File: config.mk
export PLATFORM = sky130hd
export DESIGN_NAME = cdma_rd_splitter
export DESIGN_NICKNAME = d
export VERILOG_FILES = /design/src/rtl/cdma_rd_splitter_pkg.sv /design/src/rtl/cdma_rd_chunk_calc.sv /design/src/rtl/cdma_rd_splitter.sv
export SDC_FILE = /design/constraint.sdc
export NUM_CORES = 1
export LEC_CHECK = 0
export ABC_AREA = 1
export ABC_CLOCK_PERIOD_IN_PS = 5200
export CORE_UTILIZATION = 45
export DETAILED_ROUTE_END_ITERATION = 16
export GPL_ROUTABILITY_DRIVEN = 1
export PLACE_DENSITY = 0.67
export SYNTH_ARGS = -nofsm -noshare
export SYNTH_HDL_FRONTEND = slang
export SYNTH_SLANG_ARGS = --single-unit
File: constraint.sdc
create_clock -name aclk -period 5.2 [get_ports aclk]
set_input_delay 0.78 -clock aclk [delete_from_list [all_inputs] [get_ports aclk]]
set_output_delay 0.78 -clock aclk [all_outputs]
set_load 0.03 [all_outputs]
File: src/rtl/cdma_rd_splitter_pkg.sv
// Shared types and constants for the CDMA read splitter.
// The optional statistics counters are enabled with the CDMA_RD_SPLIT_STATS_EN macro.
package cdma_rd_splitter_pkg;

    localparam int HBM_ADDR_BITS = 34;
    localparam int HBM_LEN_BITS  = 32;

    localparam logic [1:0] IDLE  = 2'd0;
    localparam logic [1:0] SPLIT = 2'd1;
    localparam logic [1:0] DRAIN = 2'd2;

    typedef struct packed {
        logic [HBM_ADDR_BITS-1:0] paddr;
        logic [HBM_LEN_BITS-1:0]  len;
    } rd_req_t;

endpackage

File: src/rtl/cdma_rd_chunk_calc.sv
// Combinational chunk sizing: the largest piece of the remaining request that
// stays inside the current 2**CHUNK_BITS-byte window.
module cdma_rd_chunk_calc
    import cdma_rd_splitter_pkg::*;
#(
    parameter int LEN_BITS   = HBM_LEN_BITS,
    parameter int CHUNK_BITS = 12
) (
    input  logic [CHUNK_BITS-1:0] addr_low,
    input  logic [LEN_BITS-1:0]   remaining,
    output logic [LEN_BITS-1:0]   chunk_len,
    output logic                  last
);

    logic [CHUNK_BITS:0] space;
    logic [LEN_BITS-1:0] space_len;

    // Bytes left before the next boundary; a full window when addr_low is zero.
    assign space     = {1'b1, {CHUNK_BITS{1'b0}}} - {1'b0, addr_low};
    assign space_len = LEN_BITS'(space);
    assign last      = (remaining <= space_len);
    assign chunk_len = last ? remaining : space_len;

endmodule

File: src/rtl/cdma_rd_splitter.sv
// Splits large read requests into boundary-aligned chunks for the CDMA read port.
// Define CDMA_RD_SPLIT_STATS_EN to add the stat_chunks / stat_stall counters.
module cdma_rd_splitter
    import cdma_rd_splitter_pkg::*;
#(
    parameter int ADDR_BITS       = HBM_ADDR_BITS,
    parameter int LEN_BITS        = HBM_LEN_BITS,
    parameter int CHUNK_BITS      = 12,
    parameter int MAX_OUTSTANDING = 8
) (
    input  logic                 aclk,
    input  logic                 areset,
    input  logic                 s_req_valid,
    output logic                 s_req_ready,
    input  logic [ADDR_BITS-1:0] s_req_paddr,
    input  logic [LEN_BITS-1:0]  s_req_len,
    output logic                 s_req_done,
    output logic                 m_rd_valid,
    input  logic                 m_rd_ready,
    output logic [ADDR_BITS-1:0] m_rd_paddr,
    output logic [LEN_BITS-1:0]  m_rd_len,
    input  logic                 m_rd_done
`ifdef CDMA_RD_SPLIT_STATS_EN
    ,
    output logic [31:0]          stat_chunks,
    output logic [31:0]          stat_stall
`endif
);

    localparam int OUT_BITS = $clog2(MAX_OUTSTANDING + 1);
    localparam logic [OUT_BITS-1:0] OUT_MAX = OUT_BITS'(MAX_OUTSTANDING);

    logic [1:0]           state, state_nxt;
    logic [ADDR_BITS-1:0] nxt_addr, calc_addr;
    logic [LEN_BITS-1:0]  nxt_rem, calc_rem, chunk_len;
    logic                 calc_last, cur_last;
    logic [OUT_BITS-1:0]  outstanding, out_nxt;
    logic                 accept, issue, done_ok, load, valid_nxt;

    assign accept    = s_req_valid & s_req_ready;
    assign issue     = m_rd_valid & m_rd_ready;
    assign done_ok   = m_rd_done & (outstanding != '0);
    // The first chunk is sized straight from the request so it can be presented the cycle after accept.
    assign calc_addr = (state == IDLE) ? s_req_paddr : nxt_addr;
    assign calc_rem  = (state == IDLE) ? s_req_len : nxt_rem;

    cdma_rd_chunk_calc #(
        .LEN_BITS   (LEN_BITS),
        .CHUNK_BITS (CHUNK_BITS)
    ) u_chunk_calc (
        .addr_low  (calc_addr[CHUNK_BITS-1:0]),
        .remaining (calc_rem),
        .chunk_len (chunk_len),
        .last      (calc_last)
    );

    always_comb begin
        out_nxt = outstanding;
        if (issue && !done_ok) begin
            out_nxt = outstanding + OUT_BITS'(1);
        end else if (!issue && done_ok) begin
            out_nxt = outstanding - OUT_BITS'(1);
        end
    end

    // A presented chunk stays valid until taken; a new one only appears below the in-flight cap.
    always_comb begin
        state_nxt = state;
        load      = 1'b0;
        valid_nxt = 1'b0;
        case (state)
            IDLE: begin
                if (accept) begin
                    if (s_req_len == '0) begin
                        state_nxt = DRAIN;
                    end else begin
                        state_nxt = SPLIT;
                        load      = 1'b1;
                        valid_nxt = (out_nxt != OUT_MAX);
                    end
                end
            end
            SPLIT: begin
                if (issue && cur_last) begin
                    state_nxt = DRAIN;
                end else if (issue) begin
                    load      = 1'b1;
                    valid_nxt = (out_nxt != OUT_MAX);
                end else begin
                    valid_nxt = m_rd_valid | (out_nxt != OUT_MAX);
                end
            end
            DRAIN: begin
                if (out_nxt == '0) begin
                    state_nxt = IDLE;
                end
            end
            default: state_nxt = IDLE;
        endcase
    end

    always_ff @(posedge aclk or posedge areset) begin
        if (areset) begin
            state       <= IDLE;
            outstanding <= '0;
            s_req_ready <= 1'b0;
            s_req_done  <= 1'b0;
            m_rd_valid  <= 1'b0;
            m_rd_paddr  <= '0;
            m_rd_len    <= '0;
            nxt_addr    <= '0;
            nxt_rem     <= '0;
            cur_last    <= 1'b0;
        end else begin
            state       <= state_nxt;
            outstanding <= out_nxt;
            s_req_ready <= (state_nxt == IDLE);
            s_req_done  <= (state == DRAIN) && (out_nxt == '0);
            m_rd_valid  <= valid_nxt;
            if (load) begin
                m_rd_paddr <= calc_addr;
                m_rd_len   <= chunk_len;
                cur_last   <= calc_last;
                nxt_addr   <= calc_addr + ADDR_BITS'(chunk_len);
                nxt_rem    <= calc_rem - chunk_len;
            end
        end
    end

`ifdef CDMA_RD_SPLIT_STATS_EN
    always_ff @(posedge aclk or posedge areset) begin
        if (areset) begin
            stat_chunks <= '0;
            stat_stall  <= '0;
        end else begin
            if (issue && (stat_chunks != '1)) begin
                stat_chunks <= stat_chunks + 32'd1;
            end
            if ((state == SPLIT) && (outstanding == OUT_MAX) && (stat_stall != '1)) begin
                stat_stall <= stat_stall + 32'd1;
            end
        end
    end
`endif

endmodule

; ---- Word level (Yosys, flattened, before mapping)
; Index checks and enable logic that the tools add are counted.
[word_totals]
register_bits = 142
in_bits = 71
out_inout_bits = 69
word_cells = 54
[classes]
addsub = 5
magnitude_cmp = 1
n_eq_ne = 3
mux = 20
bitwise_logic = 4
n_reduce_logical = 11
[ops]
columns = op, count
row1 = 32-bit two-way mux, 2
row2 = 34-bit by 32-bit adder with 34-bit output, 1
row3 = 34-bit two-way mux, 1
row4 = 32-bit by 13-bit <= comparator with 1-bit output, 1
row5 = 32-bit logical NOT, 1
row6 = 32-bit subtractor, 1
row7 = "13-bit by 12-bit subtractor with 13-bit output, first input constant", 1
row8 = 1-bit two-way mux, 8
row9 = 2-bit two-way mux, 4
row10 = 4-bit two-way mux, 2
row11 = 2-bit one-hot mux with 3 select lines, 1
row12 = "4-bit by 1-bit adder with 4-bit output, second input constant", 1
row13 = 1-bit logical AND, 4
row14 = 2-bit logical NOT, 2
row15 = 4-bit logical NOT, 1
row16 = "4-bit inequality test, second input constant", 1
row17 = 1-bit one-hot mux with 2 select lines, 2
row18 = 4-bit nonzero test, 1
row19 = "4-bit by 1-bit subtractor with 4-bit output, second input constant", 1
row20 = 1-bit bitwise AND, 3
row21 = "2-bit by 1-bit == test with 1-bit output, second input constant", 1
row22 = "2-bit == test, second input constant", 1
row23 = 1-bit logical NOT, 2
row24 = 1-bit OR, 1

; ---- Logic depth before layout (Yosys ltp)
[depth]
ltp_word = 10
mapped_depth = 41
mapped_depth_nobuf = 38

; ---- Hierarchy
; From an unflattened synthesis, not the netlist that was laid out.
[unflattened]
cells_unflattened = 1900
hier_area_um2 = 12059.1
[by_module_without_submodules]
columns = mod, instances, cells_each, area_per_inst_um2, seq_area_each_um2
row1 = cdma_rd_splitter, 1, 1717, 10938.0, 3553.4
row2 = cdma_rd_chunk_calc, 1, 183, 1121.1, 0.0

; ---- Worst setup path before layout
; No wires, ideal clock.
[synth_timing]
kind = reg-to-reg
from = register state[1]
to = register nxt_rem[22]
setup_ns = 0.117
t_arrival_ns = 4.415
t_required_ns = 5.083
path_slack_ns = 0.667
path_stages_with_launch = 34
n_path_buf = 2
synth_period_minus_slack_ns = 4.533
cell_sequence = dfrtp_1 > nor2_4 > buf_6 > buf_6 > o21ai_2 > inv_1 > ha_1 > nand3_1 > nor2_1 > nand2_1 > nand2_1 > nand2_2 > ha_1 > nand2_1 > nor2_1 > nand4_1 > nor2_1 > inv_1 > nand2_4 > nand2_4 > nand2_1 > and2_1 > ha_1 > inv_1 > fa_1 > nand3_1 > nor2_1 > or2_2 > nand2_1 > nand2_1 > nor2_1 > nand3_1 > nand3_1 > nand2_1
[synth_between]
elab_chain_len = 6
elab_cells_between_ends = 9
cone_classes = add/sub (2) / order compare (1) / eq/ne (1) / mux (4) / reduce/logical (1)
[synth_rtl]
columns = item, line_no
row1 = start: declaration, cdma_rd_splitter.sv:33  ; logic [1:0] state, state_nxt;
row2 = start signal: assignment, cdma_rd_splitter.sv:115  ; state <= state_nxt;
row3 = 2-bit logical NOT *, cdma_rd_splitter.sv:44  ; assign calc_addr = (state == IDLE) ? s_req_paddr : nxt_addr;
row4 = 34-bit two-way mux *, cdma_rd_splitter.sv:44
row5 = via calc_addr[0], cdma_rd_splitter.sv:34  ; logic [ADDR_BITS-1:0] nxt_addr, calc_addr;
row6 = 13-bit by 12-bit subtractor with 13-bit output *, cdma_rd_chunk_calc.sv:19  ; assign space = {1'b1, {CHUNK_BITS{1'b0}}} - {1'b0, addr_low};
row7 = 32-bit by 13-bit <= comparator with 1-bit output, cdma_rd_chunk_calc.sv:21  ; assign last = (remaining <= space_len);
row8 = 32-bit two-way mux *, cdma_rd_chunk_calc.sv:22  ; assign chunk_len = last ? remaining : space_len;
row9 = via chunk_len[0], cdma_rd_splitter.sv:35  ; logic [LEN_BITS-1:0] nxt_rem, calc_rem, chunk_len;
row10 = 32-bit subtractor *, cdma_rd_splitter.sv:125  ; nxt_rem <= calc_rem - chunk_len;
row11 = end signal: assignment, cdma_rd_splitter.sv:125
row12 = end: declaration, cdma_rd_splitter.sv:35
; The timed path passes the listed nets; every way through them passes the cells marked *.
; A chain may end at the register's enable or synchronous reset.

; ---- Final worst setup path
[layout_timing]
from = register state[0]
to = register nxt_rem[30]
[layout_between]
elab_chain_len = 6
elab_cells_between_ends = 9
cone_classes = add/sub (2) / order compare (1) / eq/ne (1) / mux (4) / reduce/logical (1)
[layout_rtl]
columns = item, line_no
row1 = 2-bit logical NOT *, "cdma_rd_splitter.sv:44, cdma_rd_splitter.sv:45"
row2 = 34-bit two-way mux, cdma_rd_splitter.sv:44
row3 = 13-bit by 12-bit subtractor with 13-bit output, cdma_rd_chunk_calc.sv:19
row4 = 32-bit by 13-bit <= comparator with 1-bit output, cdma_rd_chunk_calc.sv:21
row5 = 32-bit two-way mux *, cdma_rd_chunk_calc.sv:22
row6 = via chunk_len[0], cdma_rd_splitter.sv:35
row7 = 32-bit subtractor *, cdma_rd_splitter.sv:125
; Marks and branches as above.

==> results.md <==
- Layout cell share with drive strength beyond 1: around 16%
- Slew @ Worst Pin: 0.8622 ns
- Inserted Clock Buffers: 17
- DR DRC count: 0
- I/O pins: 140
- Final WS setup: around 0.35 ns
- Setup violators final: 0
- Peak Freq: 206.3 MHz
- Setup Skew: between 0.015 and 0.02 ns
- Synthesized area: 0.01117 sq mm
- Internal reg-to-reg setup slack: between 0.3 and 0.4 ns
- Vias: between 10k and 15k
- Post-DP HPWL: between 20000 and 30000 um
- R2r endpoint: nxt_rem[30]
- Post-synth EDFFs: 0
- Crit end category: register
- Global Route Usage Sum: roughly 30%
- Register bit total from synthesis: ~140
- Rows: 57
- Starting Density: about 46%
- Reg2Reg Depth: 33
- Root buffer cell: clkbuf_16
- CTS Sinks: 142
- Input/output buffers: around 140
- Number of distinct library cells after synthesis: 44
- Final Cycle Share: 93.22%
- Pin count of the biggest net entering global routing: 87
- DR vias/cell: 5.160
- Placer Congestion: approximately 1
- Number of global-route vias before repair: between 10k and 15k
- Cell taking the most area after synthesis: dfrtp_1
- Ant diodes: 0
- Place WS: -0.1326 ns
- Clock-pin slew on the worst setup and hold paths: around 0.07 ns
- First-pass GRT wire length: 59510 um
- Maximum root-to-sink buffer count: 2
- Synth Area per Inst: 6.652 sq um
- Synth warnings: 0
- Max incr delay on CP: roughly 0.41 ns
- Footprint of the multi-input gates: about 0.0067 sq mm
- Final worst path period need: 4.848 ns
- Final Util: 60.30%
- Die Y: around 160 um
- Crit start category: register
- Synth top area share: between 30% and 40%
- Critical path required time: approximately 5.5 ns
- Routed WL: 37300 um
- Reg-to-reg startpoint: state[0]
- Seq/Total Area, Yosys: a little under a third
- Initial drt markers: approximately 960
- Slowest cell on the critical path: dfrtp_1
- Clk Latency, worst-skew pair: roughly 0.44 ns
- Global route overflow: 0
- Min-Delay Path Depth: 2
- Layout Nets: about 2.1k
- Die W: between 150 and 200 um
- Hold Startpoint: m_rd_paddr[25]
- Initial antenna violation count: 0
- Worst Hold Class: reg2reg
- Max cap viols: 0
- Detailed Routing Iterations Pass 1: 5
- Post-synth ARST share: 100.0%
- Rel. slew slack: 42.52%
- Layout area overhead: 31.30%
- Fillers: ~2.4k
- WHS Endpoint: m_rd_paddr[25]
- Synth top area cells: dfrtp_1 32%, nand2_1 18%, inv_1 7.0%
- H-tree Lvls: 4
- Top FF cell, synth: dfrtp_1
- Critical path arrival: slightly above 5 ns
- Reg area: approximately 0.0036 sq mm
- Antenna Nets Post-Route: 0
- Synth Instances: about 1.7k
- Worst-path fanout max: 12
- CTS tree: built
- Core Box Area: between 0.02 and 0.025 sq mm
- Die ar.: about 0.025 sq mm
- Setup Crit Path Kind: reg2reg
- Hold Slack: 0.4694 ns
- Max-slew violations: 0
- Hold-fix buffers, CTS: 0
- Fin. Hold Viols: 0
- Status: completed
- Avg WL per Cell: 16.22 um
## metrics by stage
| step | instances | instance area (sq um) | setup TNS [ns] |
|---|---|---|---|
| 5_1_grt | 2300 | 14660 | -0.1249 |
| 3_3_place_gp | 2265 | 13930 | -0.2028 |
| 6_report | 2300 | 14660 | 0 |
| 4_1_cts | 2295 | 14500 | 0 |
| 2_1_floorplan | 1697 | 11240 | 0 |
| 3_5_place_dp | 2265 | 13930 | -0.7557 |
## metal layers
| layer | wire, um | part of all wire (%) | GRT usage, % |
|---|---|---|---|
| met1 | 17320 | 46 | 39.89 |
| met2 | 17720 | 48 | 50.18 |
| met3 | 1632 | 4.4 | 3.751 |
| met4 | 623 | 1.7 | 7.736 |
| met5 | 0 | 0 | 0 |
## worst max path at each step
stage / startpoint / to
after floorplan: areset / cur_last
after global placement: s_req_paddr[9] / nxt_addr[30]
after detailed placement: s_req_paddr[9] / nxt_addr[30]
after CTS: state[1] / nxt_addr[30]
after global routing: state[0] / nxt_addr[29]
final: state[0] / nxt_rem[30]
## cells in the mapped netlist, drive strengths merged, types with 3 or more instances
cell type  instances
nand2            569
inv              217
nor2             191
dfrtp            142
nand3            132
o21ai            128
ha                61
a21oi             59
buf               31
nand4             31
a31oi             21
nor3              18
xnor2             15
clkbuf            14
xor2              12
a21o               5
nand3b             5
o21a               5
or2                5
o21bai             4
o211ai             3
## flip-flops by register name (all words and copies together), names as in the netlist
name,count
m_rd_paddr,34
nxt_addr,34
m_rd_len,32
nxt_rem,32
outstanding,4
state,2
cur_last,1
m_rd_valid,1
s_req_done,1
s_req_ready,1
## kinds of logic after synthesis
family	after synthesis	synth area share [%]
AND/OR/NAND/NOR	956	37.49
buffers and inverters	263	9.848
AO/OA/AOI/OAI	227	11.51
flip-flops	142	31.82
adder cells (fa/ha/maj)	63	7.192
XOR/XNOR	27	2.117
other	1	0.03358
## worst max-delay path: cells and delay by family, from the launching register on
kind | cells | cell delay (ns)
AND/OR/NAND/NOR | 21 | 2.32
flip-flops | 1 | 0.41
adder cells (fa/ha/maj) | 4 | 1.09
AO/OA/AOI/OAI | 1 | 0.16
buffers and inverters | 7 | 0.74
## layout by cell type, fill, tap and decap left out, types with 19 or more instances in the layout
| cell type | n |
|---|---|
| nand4_1 | 31 |
| clkdlybuf4s50_1 | 139 |
| a21oi_1 | 55 |
| clkbuf_16 | 19 |
| nor2_1 | 177 |
| dfrtp_1 | 141 |
| conb_1 | 19 |
| o21ai_0 | 100 |
| ha_1 | 59 |
| a31oi_1 | 21 |
| nand2_2 | 35 |
| o21ai_2 | 20 |
| nand2_1 | 521 |
| nand3_1 | 118 |
| buf_4 | 149 |
| inv_1 | 205 |
## cell type report
cell class                      instances  share of cell area, %
Clock inverter                         12                 0.9300
Sequential cell                       142                  24.24
Multi-Input combinational cell       1292                  45.45
Inverter                              218                  5.614
Tap cell                              324                  2.764
Timing Repair Buffer                  294                  18.00
Clock buffer                           18                  2.995
## timing repair
| action | CTS | global route |
|---|---|---|
| buffers inserted | 0 | 3 |
| gates resized for setup | 0 | 26 |
| setup endpoints to repair | 0 | 51 |
Power is left out: the tool's default activity adds up to more than one toggle a clock period on the data nets, which glitch-free logic cannot reach.
